**src/rtl/wbuf_pkg.sv**
```systemverilog
// wbuf_pkg: shared constants, types and index helpers for the WBUF read
// scheduler. A linear block index maps to bank = idx mod N_BANK and
// addr = idx div N_BANK. Indices at or beyond N_BANK*DEPTH are out of range.
package wbuf_pkg;

    localparam int N_BANK = 6;
    localparam int DEPTH  = 11;
    localparam int N_LANE = 4;
    localparam int IDX_W  = 7;
    localparam int CNT_W  = 7;
    localparam int N_BLK  = N_BANK * DEPTH;

    typedef logic [$clog2(N_BANK)-1:0] bank_t;
    typedef logic [$clog2(DEPTH)-1:0]  addr_t;
    // Running index is wide enough that base + count*stride never wraps.
    typedef logic [IDX_W+CNT_W-1:0]    idx_t;
    typedef logic [N_LANE-1:0]         lane_mask_t;

    typedef enum logic [1:0] {
        IDLE,
        ISSUE,
        DRAIN
    } state_t;

    function automatic bank_t idx2bank(input idx_t idx);
        return bank_t'(idx % idx_t'(N_BANK));
    endfunction

    function automatic addr_t idx2addr(input idx_t idx);
        return addr_t'(idx / idx_t'(N_BANK));
    endfunction

    function automatic logic idx_in_range(input idx_t idx);
        return idx < idx_t'(N_BLK);
    endfunction

endpackage

```
**src/rtl/wbuf_rd_sched_if.sv**
```systemverilog
// wbuf_rd_sched_if: command handshake and WBUF read-select bus of the
// scheduler.
//   slave  : the scheduler (takes cmd_* and hold, drives selects/status)
//   master : the command source / WBUF side
// perf_reads / perf_splits exist only when WBUF_RD_SCHED_PERF_EN is defined.
interface wbuf_rd_sched_if;
    import wbuf_pkg::*;

    logic                     cmd_valid;
    logic                     cmd_ready;
    logic [IDX_W-1:0]         cmd_base;
    logic [IDX_W-1:0]         cmd_stride;
    logic [CNT_W-1:0]         cmd_count;
    logic                     hold;
    bank_t [N_LANE-1:0]       bank_sel;
    addr_t [N_LANE-1:0]       addr_sel;
    lane_mask_t               en_sel;
    lane_mask_t               port_sel;
    lane_mask_t               rd_valid;
    logic                     rd_last;
    logic                     busy;
    logic                     done;
    logic                     err;
`ifdef WBUF_RD_SCHED_PERF_EN
    logic [31:0]              perf_reads;
    logic [31:0]              perf_splits;
`endif

    modport slave (
        input  cmd_valid, cmd_base, cmd_stride, cmd_count, hold,
        output cmd_ready, bank_sel, addr_sel, en_sel, port_sel,
               rd_valid, rd_last, busy, done, err
`ifdef WBUF_RD_SCHED_PERF_EN
        , output perf_reads, perf_splits
`endif
    );

    modport master (
        output cmd_valid, cmd_base, cmd_stride, cmd_count, hold,
        input  cmd_ready, bank_sel, addr_sel, en_sel, port_sel,
               rd_valid, rd_last, busy, done, err
`ifdef WBUF_RD_SCHED_PERF_EN
        , input perf_reads, perf_splits
`endif
    );

endinterface

```
**src/rtl/wbuf_lane_alloc.sv**
```systemverilog
// wbuf_lane_alloc: combinational lane/port allocator for one issue cycle.
//   cand_idx   : up to N_LANE candidate indices in program order
//   cand_vld   : prefix mask of candidates that exist (limited by remaining count)
//   lane_*     : accepted reads packed into lanes 0..n-1, unused lanes zero
//   n_consumed : candidates retired this cycle (issued or out of range)
//   oor        : at least one out-of-range candidate was retired
// Each bank has two ports: first use gets Port A, second Port B. The first
// in-range candidate that would need a third port ends the group.
module wbuf_lane_alloc
    import wbuf_pkg::*;
(
    input  idx_t  [N_LANE-1:0] cand_idx,
    input  lane_mask_t         cand_vld,
    output bank_t [N_LANE-1:0] lane_bank,
    output addr_t [N_LANE-1:0] lane_addr,
    output lane_mask_t         lane_en,
    output lane_mask_t         lane_port,
    output logic [2:0]         n_consumed,
    output logic               oor
);

    logic [1:0] use_cnt [N_BANK];
    logic [2:0] n_lane;
    logic       stop;
    bank_t      b;

    always_comb begin
        lane_bank  = '0;
        lane_addr  = '0;
        lane_en    = '0;
        lane_port  = '0;
        n_consumed = 3'd0;
        oor        = 1'b0;
        n_lane     = 3'd0;
        stop       = 1'b0;
        b          = '0;
        for (int i = 0; i < N_BANK; i++) begin
            use_cnt[i] = 2'd0;
        end
        for (int c = 0; c < N_LANE; c++) begin
            if (cand_vld[c] && !stop) begin
                if (!idx_in_range(cand_idx[c])) begin
                    // Retired without a lane; it never touches a bank.
                    n_consumed = n_consumed + 3'd1;
                    oor        = 1'b1;
                end else begin
                    b = idx2bank(cand_idx[c]);
                    if (use_cnt[b] == 2'd2) begin
                        stop = 1'b1;
                    end else begin
                        lane_bank[n_lane[1:0]] = b;
                        lane_addr[n_lane[1:0]] = idx2addr(cand_idx[c]);
                        lane_port[n_lane[1:0]] = use_cnt[b][0];
                        lane_en[n_lane[1:0]]   = 1'b1;
                        use_cnt[b]             = use_cnt[b] + 2'd1;
                        n_lane                 = n_lane + 3'd1;
                        n_consumed             = n_consumed + 3'd1;
                    end
                end
            end
        end
    end

endmodule

```
**src/rtl/wbuf_rd_sched.sv**
```systemverilog
// wbuf_rd_sched: turns a (base, stride, count) block-sequence command into
// per-cycle WBUF read selects for four lanes, splitting groups on port
// conflicts, and produces a lane-valid mask delayed RD_LAT cycles to line up
// with WBUF dout.
//   clk, rst_n : clock, asynchronous active-low reset
//   bus        : wbuf_rd_sched_if.slave (command, hold, selects, status)
// Optional: define WBUF_RD_SCHED_PERF_EN to add saturating perf_reads and
// perf_splits counters on the interface.
module wbuf_rd_sched
    import wbuf_pkg::*;
#(
    parameter int RD_LAT = 2
) (
    input  logic               clk,
    input  logic               rst_n,
    wbuf_rd_sched_if.slave     bus
);

    state_t             state_reg, state_next;
    idx_t               cur_reg, cur_next;
    idx_t               stride_reg, stride_next;
    logic [CNT_W-1:0]   rem_reg, rem_next;
    logic               err_reg, err_next;

    bank_t [N_LANE-1:0] bank_sel_reg, bank_sel_next;
    addr_t [N_LANE-1:0] addr_sel_reg, addr_sel_next;
    lane_mask_t         en_sel_reg, en_sel_next;
    lane_mask_t         port_sel_reg, port_sel_next;
    logic               last_reg, last_next;

    lane_mask_t [RD_LAT-1:0] vld_pipe_reg;
    logic [RD_LAT-1:0]       last_pipe_reg;

    idx_t  [N_LANE-1:0] cand_idx;
    lane_mask_t         cand_vld;
    bank_t [N_LANE-1:0] a_bank;
    addr_t [N_LANE-1:0] a_addr;
    lane_mask_t         a_en;
    lane_mask_t         a_port;
    logic [2:0]         a_cons;
    logic               a_oor;
    logic               issue_fire;
    logic               pipe_empty;

    assign issue_fire = (state_reg == ISSUE) && !bus.hold;
    assign pipe_empty = (en_sel_reg == '0) && (vld_pipe_reg == '0);

    for (genvar gi = 0; gi < N_LANE; gi++) begin : g_cand
        assign cand_idx[gi] = cur_reg + idx_t'(gi) * stride_reg;
        assign cand_vld[gi] = issue_fire && (rem_reg > CNT_W'(gi));
    end

    wbuf_lane_alloc u_alloc (
        .cand_idx   (cand_idx),
        .cand_vld   (cand_vld),
        .lane_bank  (a_bank),
        .lane_addr  (a_addr),
        .lane_en    (a_en),
        .lane_port  (a_port),
        .n_consumed (a_cons),
        .oor        (a_oor)
    );

    always_comb begin
        state_next    = state_reg;
        cur_next      = cur_reg;
        stride_next   = stride_reg;
        rem_next      = rem_reg;
        err_next      = err_reg;
        bank_sel_next = '0;
        addr_sel_next = '0;
        en_sel_next   = '0;
        port_sel_next = '0;
        last_next     = 1'b0;
        case (state_reg)
            IDLE: begin
                if (bus.cmd_valid) begin
                    cur_next    = idx_t'(bus.cmd_base);
                    stride_next = idx_t'(bus.cmd_stride);
                    rem_next    = bus.cmd_count;
                    err_next    = 1'b0;
                    state_next  = (bus.cmd_count == '0) ? DRAIN : ISSUE;
                end
            end
            ISSUE: begin
                if (!bus.hold) begin
                    cur_next      = cur_reg + idx_t'(a_cons) * stride_reg;
                    rem_next      = rem_reg - CNT_W'(a_cons);
                    bank_sel_next = a_bank;
                    addr_sel_next = a_addr;
                    en_sel_next   = a_en;
                    port_sel_next = a_port;
                    if (a_oor) begin
                        err_next = 1'b1;
                    end
                    // Indices only grow, so once the next index is out of
                    // range no later beat can carry an in-range block.
                    last_next = (a_en != '0) &&
                                ((rem_next == '0) || !idx_in_range(cur_next));
                    if (rem_next == '0) begin
                        state_next = DRAIN;
                    end
                end
            end
            DRAIN: begin
                if (pipe_empty) begin
                    state_next = IDLE;
                end
            end
            default: state_next = IDLE;
        endcase
    end

    always_ff @(posedge clk or negedge rst_n) begin
        if (!rst_n) begin
            state_reg     <= IDLE;
            cur_reg       <= '0;
            stride_reg    <= '0;
            rem_reg       <= '0;
            err_reg       <= 1'b0;
            bank_sel_reg  <= '0;
            addr_sel_reg  <= '0;
            en_sel_reg    <= '0;
            port_sel_reg  <= '0;
            last_reg      <= 1'b0;
            vld_pipe_reg  <= '0;
            last_pipe_reg <= '0;
        end else begin
            state_reg        <= state_next;
            cur_reg          <= cur_next;
            stride_reg       <= stride_next;
            rem_reg          <= rem_next;
            err_reg          <= err_next;
            bank_sel_reg     <= bank_sel_next;
            addr_sel_reg     <= addr_sel_next;
            en_sel_reg       <= en_sel_next;
            port_sel_reg     <= port_sel_next;
            last_reg         <= last_next;
            vld_pipe_reg[0]  <= en_sel_reg;
            last_pipe_reg[0] <= last_reg;
            for (int i = 1; i < RD_LAT; i++) begin
                vld_pipe_reg[i]  <= vld_pipe_reg[i-1];
                last_pipe_reg[i] <= last_pipe_reg[i-1];
            end
        end
    end

    assign bus.cmd_ready = (state_reg == IDLE);
    assign bus.busy      = (state_reg != IDLE);
    assign bus.done      = (state_reg == DRAIN) && pipe_empty;
    assign bus.err       = err_reg;
    assign bus.bank_sel  = bank_sel_reg;
    assign bus.addr_sel  = addr_sel_reg;
    assign bus.en_sel    = en_sel_reg;
    assign bus.port_sel  = port_sel_reg;
    assign bus.rd_valid  = vld_pipe_reg[RD_LAT-1];
    assign bus.rd_last   = last_pipe_reg[RD_LAT-1];

`ifdef WBUF_RD_SCHED_PERF_EN
    logic [31:0] perf_reads_reg;
    logic [31:0] perf_splits_reg;
    logic [32:0] reads_sum;
    logic        split_evt;

    assign reads_sum = {1'b0, perf_reads_reg} + 33'($countones(a_en));
    // Candidates form a prefix mask, so a valid one left unconsumed can only
    // mean the group was cut by a port conflict.
    assign split_evt = issue_fire && (a_cons != 3'd4) && cand_vld[a_cons[1:0]];

    always_ff @(posedge clk or negedge rst_n) begin
        if (!rst_n) begin
            perf_reads_reg  <= '0;
            perf_splits_reg <= '0;
        end else begin
            if (issue_fire) begin
                perf_reads_reg <= reads_sum[32] ? '1 : reads_sum[31:0];
            end
            if (split_evt && (perf_splits_reg != '1)) begin
                perf_splits_reg <= perf_splits_reg + 32'd1;
            end
        end
    end

    assign bus.perf_reads  = perf_reads_reg;
    assign bus.perf_splits = perf_splits_reg;
`endif

endmodule

```
**src/flat_wrapper.sv**
```systemverilog
// flat-port wrapper written by rule: the top's interface ports become plain ports
module wbuf_rd_sched_flat import wbuf_pkg::*;
#(
    parameter int RD_LAT = 2
)
  (clk, rst_n, bus_cmd_valid, bus_cmd_base, bus_cmd_stride, bus_cmd_count, bus_hold, bus_cmd_ready, bus_bank_sel, bus_addr_sel, bus_en_sel, bus_port_sel, bus_rd_valid, bus_rd_last, bus_busy, bus_done, bus_err);
  wbuf_rd_sched_if bus_i ();
  input  logic clk;
  input  logic rst_n;
  input wire logic [$bits(bus_i.cmd_valid)-1:0] bus_cmd_valid;
  input wire logic [$bits(bus_i.cmd_base)-1:0] bus_cmd_base;
  input wire logic [$bits(bus_i.cmd_stride)-1:0] bus_cmd_stride;
  input wire logic [$bits(bus_i.cmd_count)-1:0] bus_cmd_count;
  input wire logic [$bits(bus_i.hold)-1:0] bus_hold;
  output wire logic [$bits(bus_i.cmd_ready)-1:0] bus_cmd_ready;
  output wire logic [$bits(bus_i.bank_sel)-1:0] bus_bank_sel;
  output wire logic [$bits(bus_i.addr_sel)-1:0] bus_addr_sel;
  output wire logic [$bits(bus_i.en_sel)-1:0] bus_en_sel;
  output wire logic [$bits(bus_i.port_sel)-1:0] bus_port_sel;
  output wire logic [$bits(bus_i.rd_valid)-1:0] bus_rd_valid;
  output wire logic [$bits(bus_i.rd_last)-1:0] bus_rd_last;
  output wire logic [$bits(bus_i.busy)-1:0] bus_busy;
  output wire logic [$bits(bus_i.done)-1:0] bus_done;
  output wire logic [$bits(bus_i.err)-1:0] bus_err;
  assign bus_i.cmd_valid = bus_cmd_valid;
  assign bus_i.cmd_base = bus_cmd_base;
  assign bus_i.cmd_stride = bus_cmd_stride;
  assign bus_i.cmd_count = bus_cmd_count;
  assign bus_i.hold = bus_hold;
  assign bus_cmd_ready = bus_i.cmd_ready;
  assign bus_bank_sel = bus_i.bank_sel;
  assign bus_addr_sel = bus_i.addr_sel;
  assign bus_en_sel = bus_i.en_sel;
  assign bus_port_sel = bus_i.port_sel;
  assign bus_rd_valid = bus_i.rd_valid;
  assign bus_rd_last = bus_i.rd_last;
  assign bus_busy = bus_i.busy;
  assign bus_done = bus_i.done;
  assign bus_err = bus_i.err;
  wbuf_rd_sched #(.RD_LAT(RD_LAT)) u_core (.clk(clk), .rst_n(rst_n), .bus(bus_i));
endmodule
```
**config.mk**
```make
export PLATFORM = sky130hd
export DESIGN_NAME = wbuf_rd_sched_flat
export DESIGN_NICKNAME = d
export VERILOG_FILES = /design/src/rtl/wbuf_pkg.sv /design/src/rtl/wbuf_rd_sched_if.sv /design/src/rtl/wbuf_lane_alloc.sv /design/src/rtl/wbuf_rd_sched.sv /design/src/flat_wrapper.sv
export SDC_FILE = /design/constraint.sdc
export NUM_CORES = 1
export LEC_CHECK = 0
export ABC_AREA = 0
export CORE_ASPECT_RATIO = 1.25
export CORE_UTILIZATION = 42
export CTS_CLUSTER_DIAMETER = 80
export DETAILED_ROUTE_END_ITERATION = 12
export MAX_ROUTING_LAYER = met4
export PLACE_DENSITY = 0.7
export SLEW_MARGIN = 20
export SYNTH_ARGS = -nofsm -noshare
export SYNTH_HDL_FRONTEND = slang
export SYNTH_SLANG_ARGS = --single-unit
```
**constraint.sdc**
```tcl
create_clock -name clk -period 24.1 [get_ports clk]
set_clock_uncertainty 0.1 [all_clocks]
set_input_delay 4.82 -clock clk [delete_from_list [all_inputs] [get_ports clk]]
set_output_delay 4.82 -clock clk [all_outputs]
set_load 0.03 [all_outputs]
```
==> flow_summary_export.csv <==
group,metric,value,unit
run_status,status,"complete, but fails checks",
run_status,violations,"DRC",
clock_network,postCtsHoldBufs,0,
logic_synthesis,synth-edff-count,0,
logic_synthesis,post_synth_num_cell_types,125,
clock_network,cts_root_buf,"clkbuf_16",
logic_synthesis,synth_nets,1691,
clock_network,cts_tree,"built",
global_routing,antenna_found_initial,0,
logic_synthesis,ys_seq_area_share,16.4,%
sta,fin_setup_tns,0,ns
finish,layout-drive-gt1-share,7.52,%
clock_network,postCtsSetupRepairBufs,0,
detailed_routing,wl_per_cell,18.8,um
clock_network,cts_sinks,78,
finish,diodes,0,
logic_synthesis,netlist_area,0.0119,mm^2
floorplanning,initial_core_util,43.0,%
sta,max_slew_margin,27.4,%
global_routing,grt_max_degree,79,
clock_network,clkTransAtPathRegs,0.06,ns
finish,nets,1688,
setup_path,required,24.24,ns
clock_network,cts_resized,0,
floorplanning,die_width,153,um
setup_path,slowest_stage,"fa_1",
setup_path,cp.buffers_inverters,5,
setup_path,worstSetupPathType,"in -> reg",
job,maxCapViolCount,0,
floorplanning,rows,68,
setup_path,cp_top_family,"compound AO/OA/AOI/OAI gates",
detailed_routing,drt_iter0_drc,980,
sta,finalSetupViolCount,0,
setup_path,path_max_fanout,11,
floorplanning,die-height,190,um
setup_path,critPathCaptureType,"flop",
finish,largest_register_ffs,16,
setup_path,critPathArrivalTime,14.54,ns
floorplanning,core_area,0.0277,mm^2
sta,finalHoldViolCount,0,
sta,period_needed,14.40,ns
logic_synthesis,synth.avg_cell_area,7.47,um^2
floorplanning,dieArea,0.0290,mm^2
sta,tightest_slew,1.08,ns
logic_synthesis,postSynthCellCount,1594,
logic_synthesis,synth_top_area_share,16.4,%
global_routing,grt_overflow_total,0,
clock_network,clock_tree.buffer_depth,2,
clock_network,numCtsBuffers,9,
floorplanning,num_io_pins,70,
finish,final_core_util,46.3,%
clock_network,htree_num_levels,3,
sta,slew_viol_final,0,
finish,syn2layout_area_growth,7.82,%
setup_path,cp_slowest_stage_delay,0.55,ns
detailed_routing,wirelength,36.6,mm
placement,portBuffers,69,
placement,gp_congestion,0.981,
global_routing,grt_pass1_wl,59.3,mm
logic_synthesis,synth_area_leader_cell,"dfrtp_1",
placement,dp_hpwl,28.5,mm
setup_path,cp-start-kind,"input pin",
global_routing,grt_pass1_vias,11544,
logic_synthesis,ys_ff_latch,78,
sta,fmax,69.5,MHz
global_routing,globalRouteTotalUtil,25.5,%
finish,filler_cell_count,2793,
logic_synthesis,synth_ff_type,"dfrtp_1",
logic_synthesis,ys.warnings.count,0,
logic_synthesis,async_flop_share,100,%
clock_network,clk_latency,0.34,ns
detailed_routing,routed_via_density,6.28,
detailed_routing,drc,7,
logic_synthesis,yosys-top-cells-area,"dfrtp_1 (16%), ha_1 (6.3%), nand2_1 (6.2%)",
worst_hold_path,hold_class,"reg -> reg",
detailed_routing,dr.pass1.iters,12,
detailed_routing,antenna_left,0,
sta,rsz0062_at_grt,"no",
detailed_routing,vias,12218,
sta,fin_crit_sh,59.7,%
cell families (layout without fill, tap and decap cells):
group	after synthesis	in the layout	share of synthesized area [%]
xor+xnor	90	90	6.74
compound gates	553	553	33.2
simple gates	602	602	24.6
fa+ha+maj	72	72	8.32
mux	50	50	4.31
flops	78	78	16.4
buf+inv	149	150	6.47
cell type report:
| class | count | area [um^2] | share of cell area (%) |
|---|---|---|---|
| timing repair buffer | 79 | 763 | 5.94 |
| sequential | 78 | 1950 | 15.2 |
| clock buffer | 10 | 229 | 1.78 |
| clock inverter | 5 | 36.3 | 0.282 |
| tap | 350 | 438 | 3.41 |
| inverter | 56 | 210 | 1.64 |
| multi-input combinational | 1367 | 9220 | 71.8 |
synthesized netlist by cell type (all sizes together) (19+ instances only):
library cell,n
xnor2,70
nor3,50
mux2i,40
xor2,20
o21a,23
nor2b,22
buf,46
a211oi,26
or3,19
dfrtp,78
nand3,43
inv,53
a21o,24
nor2,139
o21ai,135
o211ai,41
clkbuf,46
and2,22
ha,60
a21oi,102
or2,20
nand2,200
stage by stage:
step	instances	setup slack, ns	hold slack (ns)	instance area (um^2)
CTS	1944	9.92	0.279	12800
detailed placement	1929	9.58	0.265	12600
global placement	1929	9.88	0.257	12600
floorplan	1594	11.55	0.231	11900
finish	1945	9.70	0.275	12800
global route	1945	8.86	0.284	12800
path summary, 6_finish.rpt:
path	start	to	cells past startpoint	slack, ns
max reg2reg	u_core.cur_reg[0]	u_core.last_reg	51	9.98
max	bus_hold	u_core.last_reg	45	9.70
min	u_core.vld_pipe_reg[1]	u_core.bus.rd_valid[1]	0	0.28
min in group asynchronous	rst_n	u_core.bus.rd_valid[3]	1	4.53
max in group asynchronous	rst_n	u_core.bus.addr_sel[13]	1	18.75
min reg2reg	u_core.vld_pipe_reg[1]	u_core.bus.rd_valid[1]	0	0.28
routing by layer:
metal / global-route usage (%) / wire (um) / up-vias
li1: - / - / 5923
met1: 30.6 / 15700 / 5827
met2: 43.9 / 17900 / 384
met3: 2.20 / 1540 / 84
met4: 11.1 / 1410 / 0
met5: - / 0 / -
worst register-to-register path, delay by kind of cell, from the launching register on:
kind | cells | cell delay (ns)
buffers and inverters | 2 | 0.11
AND/OR/NAND/NOR | 14 | 3.21
multiplexers | 1 | 0.24
flip-flops | 1 | 0.61
XOR/XNOR | 1 | 0.21
AO/OA/AOI/OAI | 26 | 6.84
adder cells (fa/ha/maj) | 7 | 2.67
placed cells by master, fill, tap and decap left out, drive strengths merged, types with 23 or more instances in the layout:
| cell type | instances |
|---|---|
| a211oi | 26 |
| a21o | 24 |
| a21oi | 102 |
| clkdlybuf4s50 | 68 |
| dfrtp | 78 |
| ha | 60 |
| inv | 54 |
| mux2i | 40 |
| nand2 | 200 |
| nand3 | 43 |
| nor2 | 139 |
| nor3 | 50 |
| o211ai | 41 |
| o21a | 23 |
| o21ai | 135 |
| xnor2 | 70 |
Power is not shown: default switching activity piles up to over one toggle a cycle in this logic, so the estimate is an artifact.
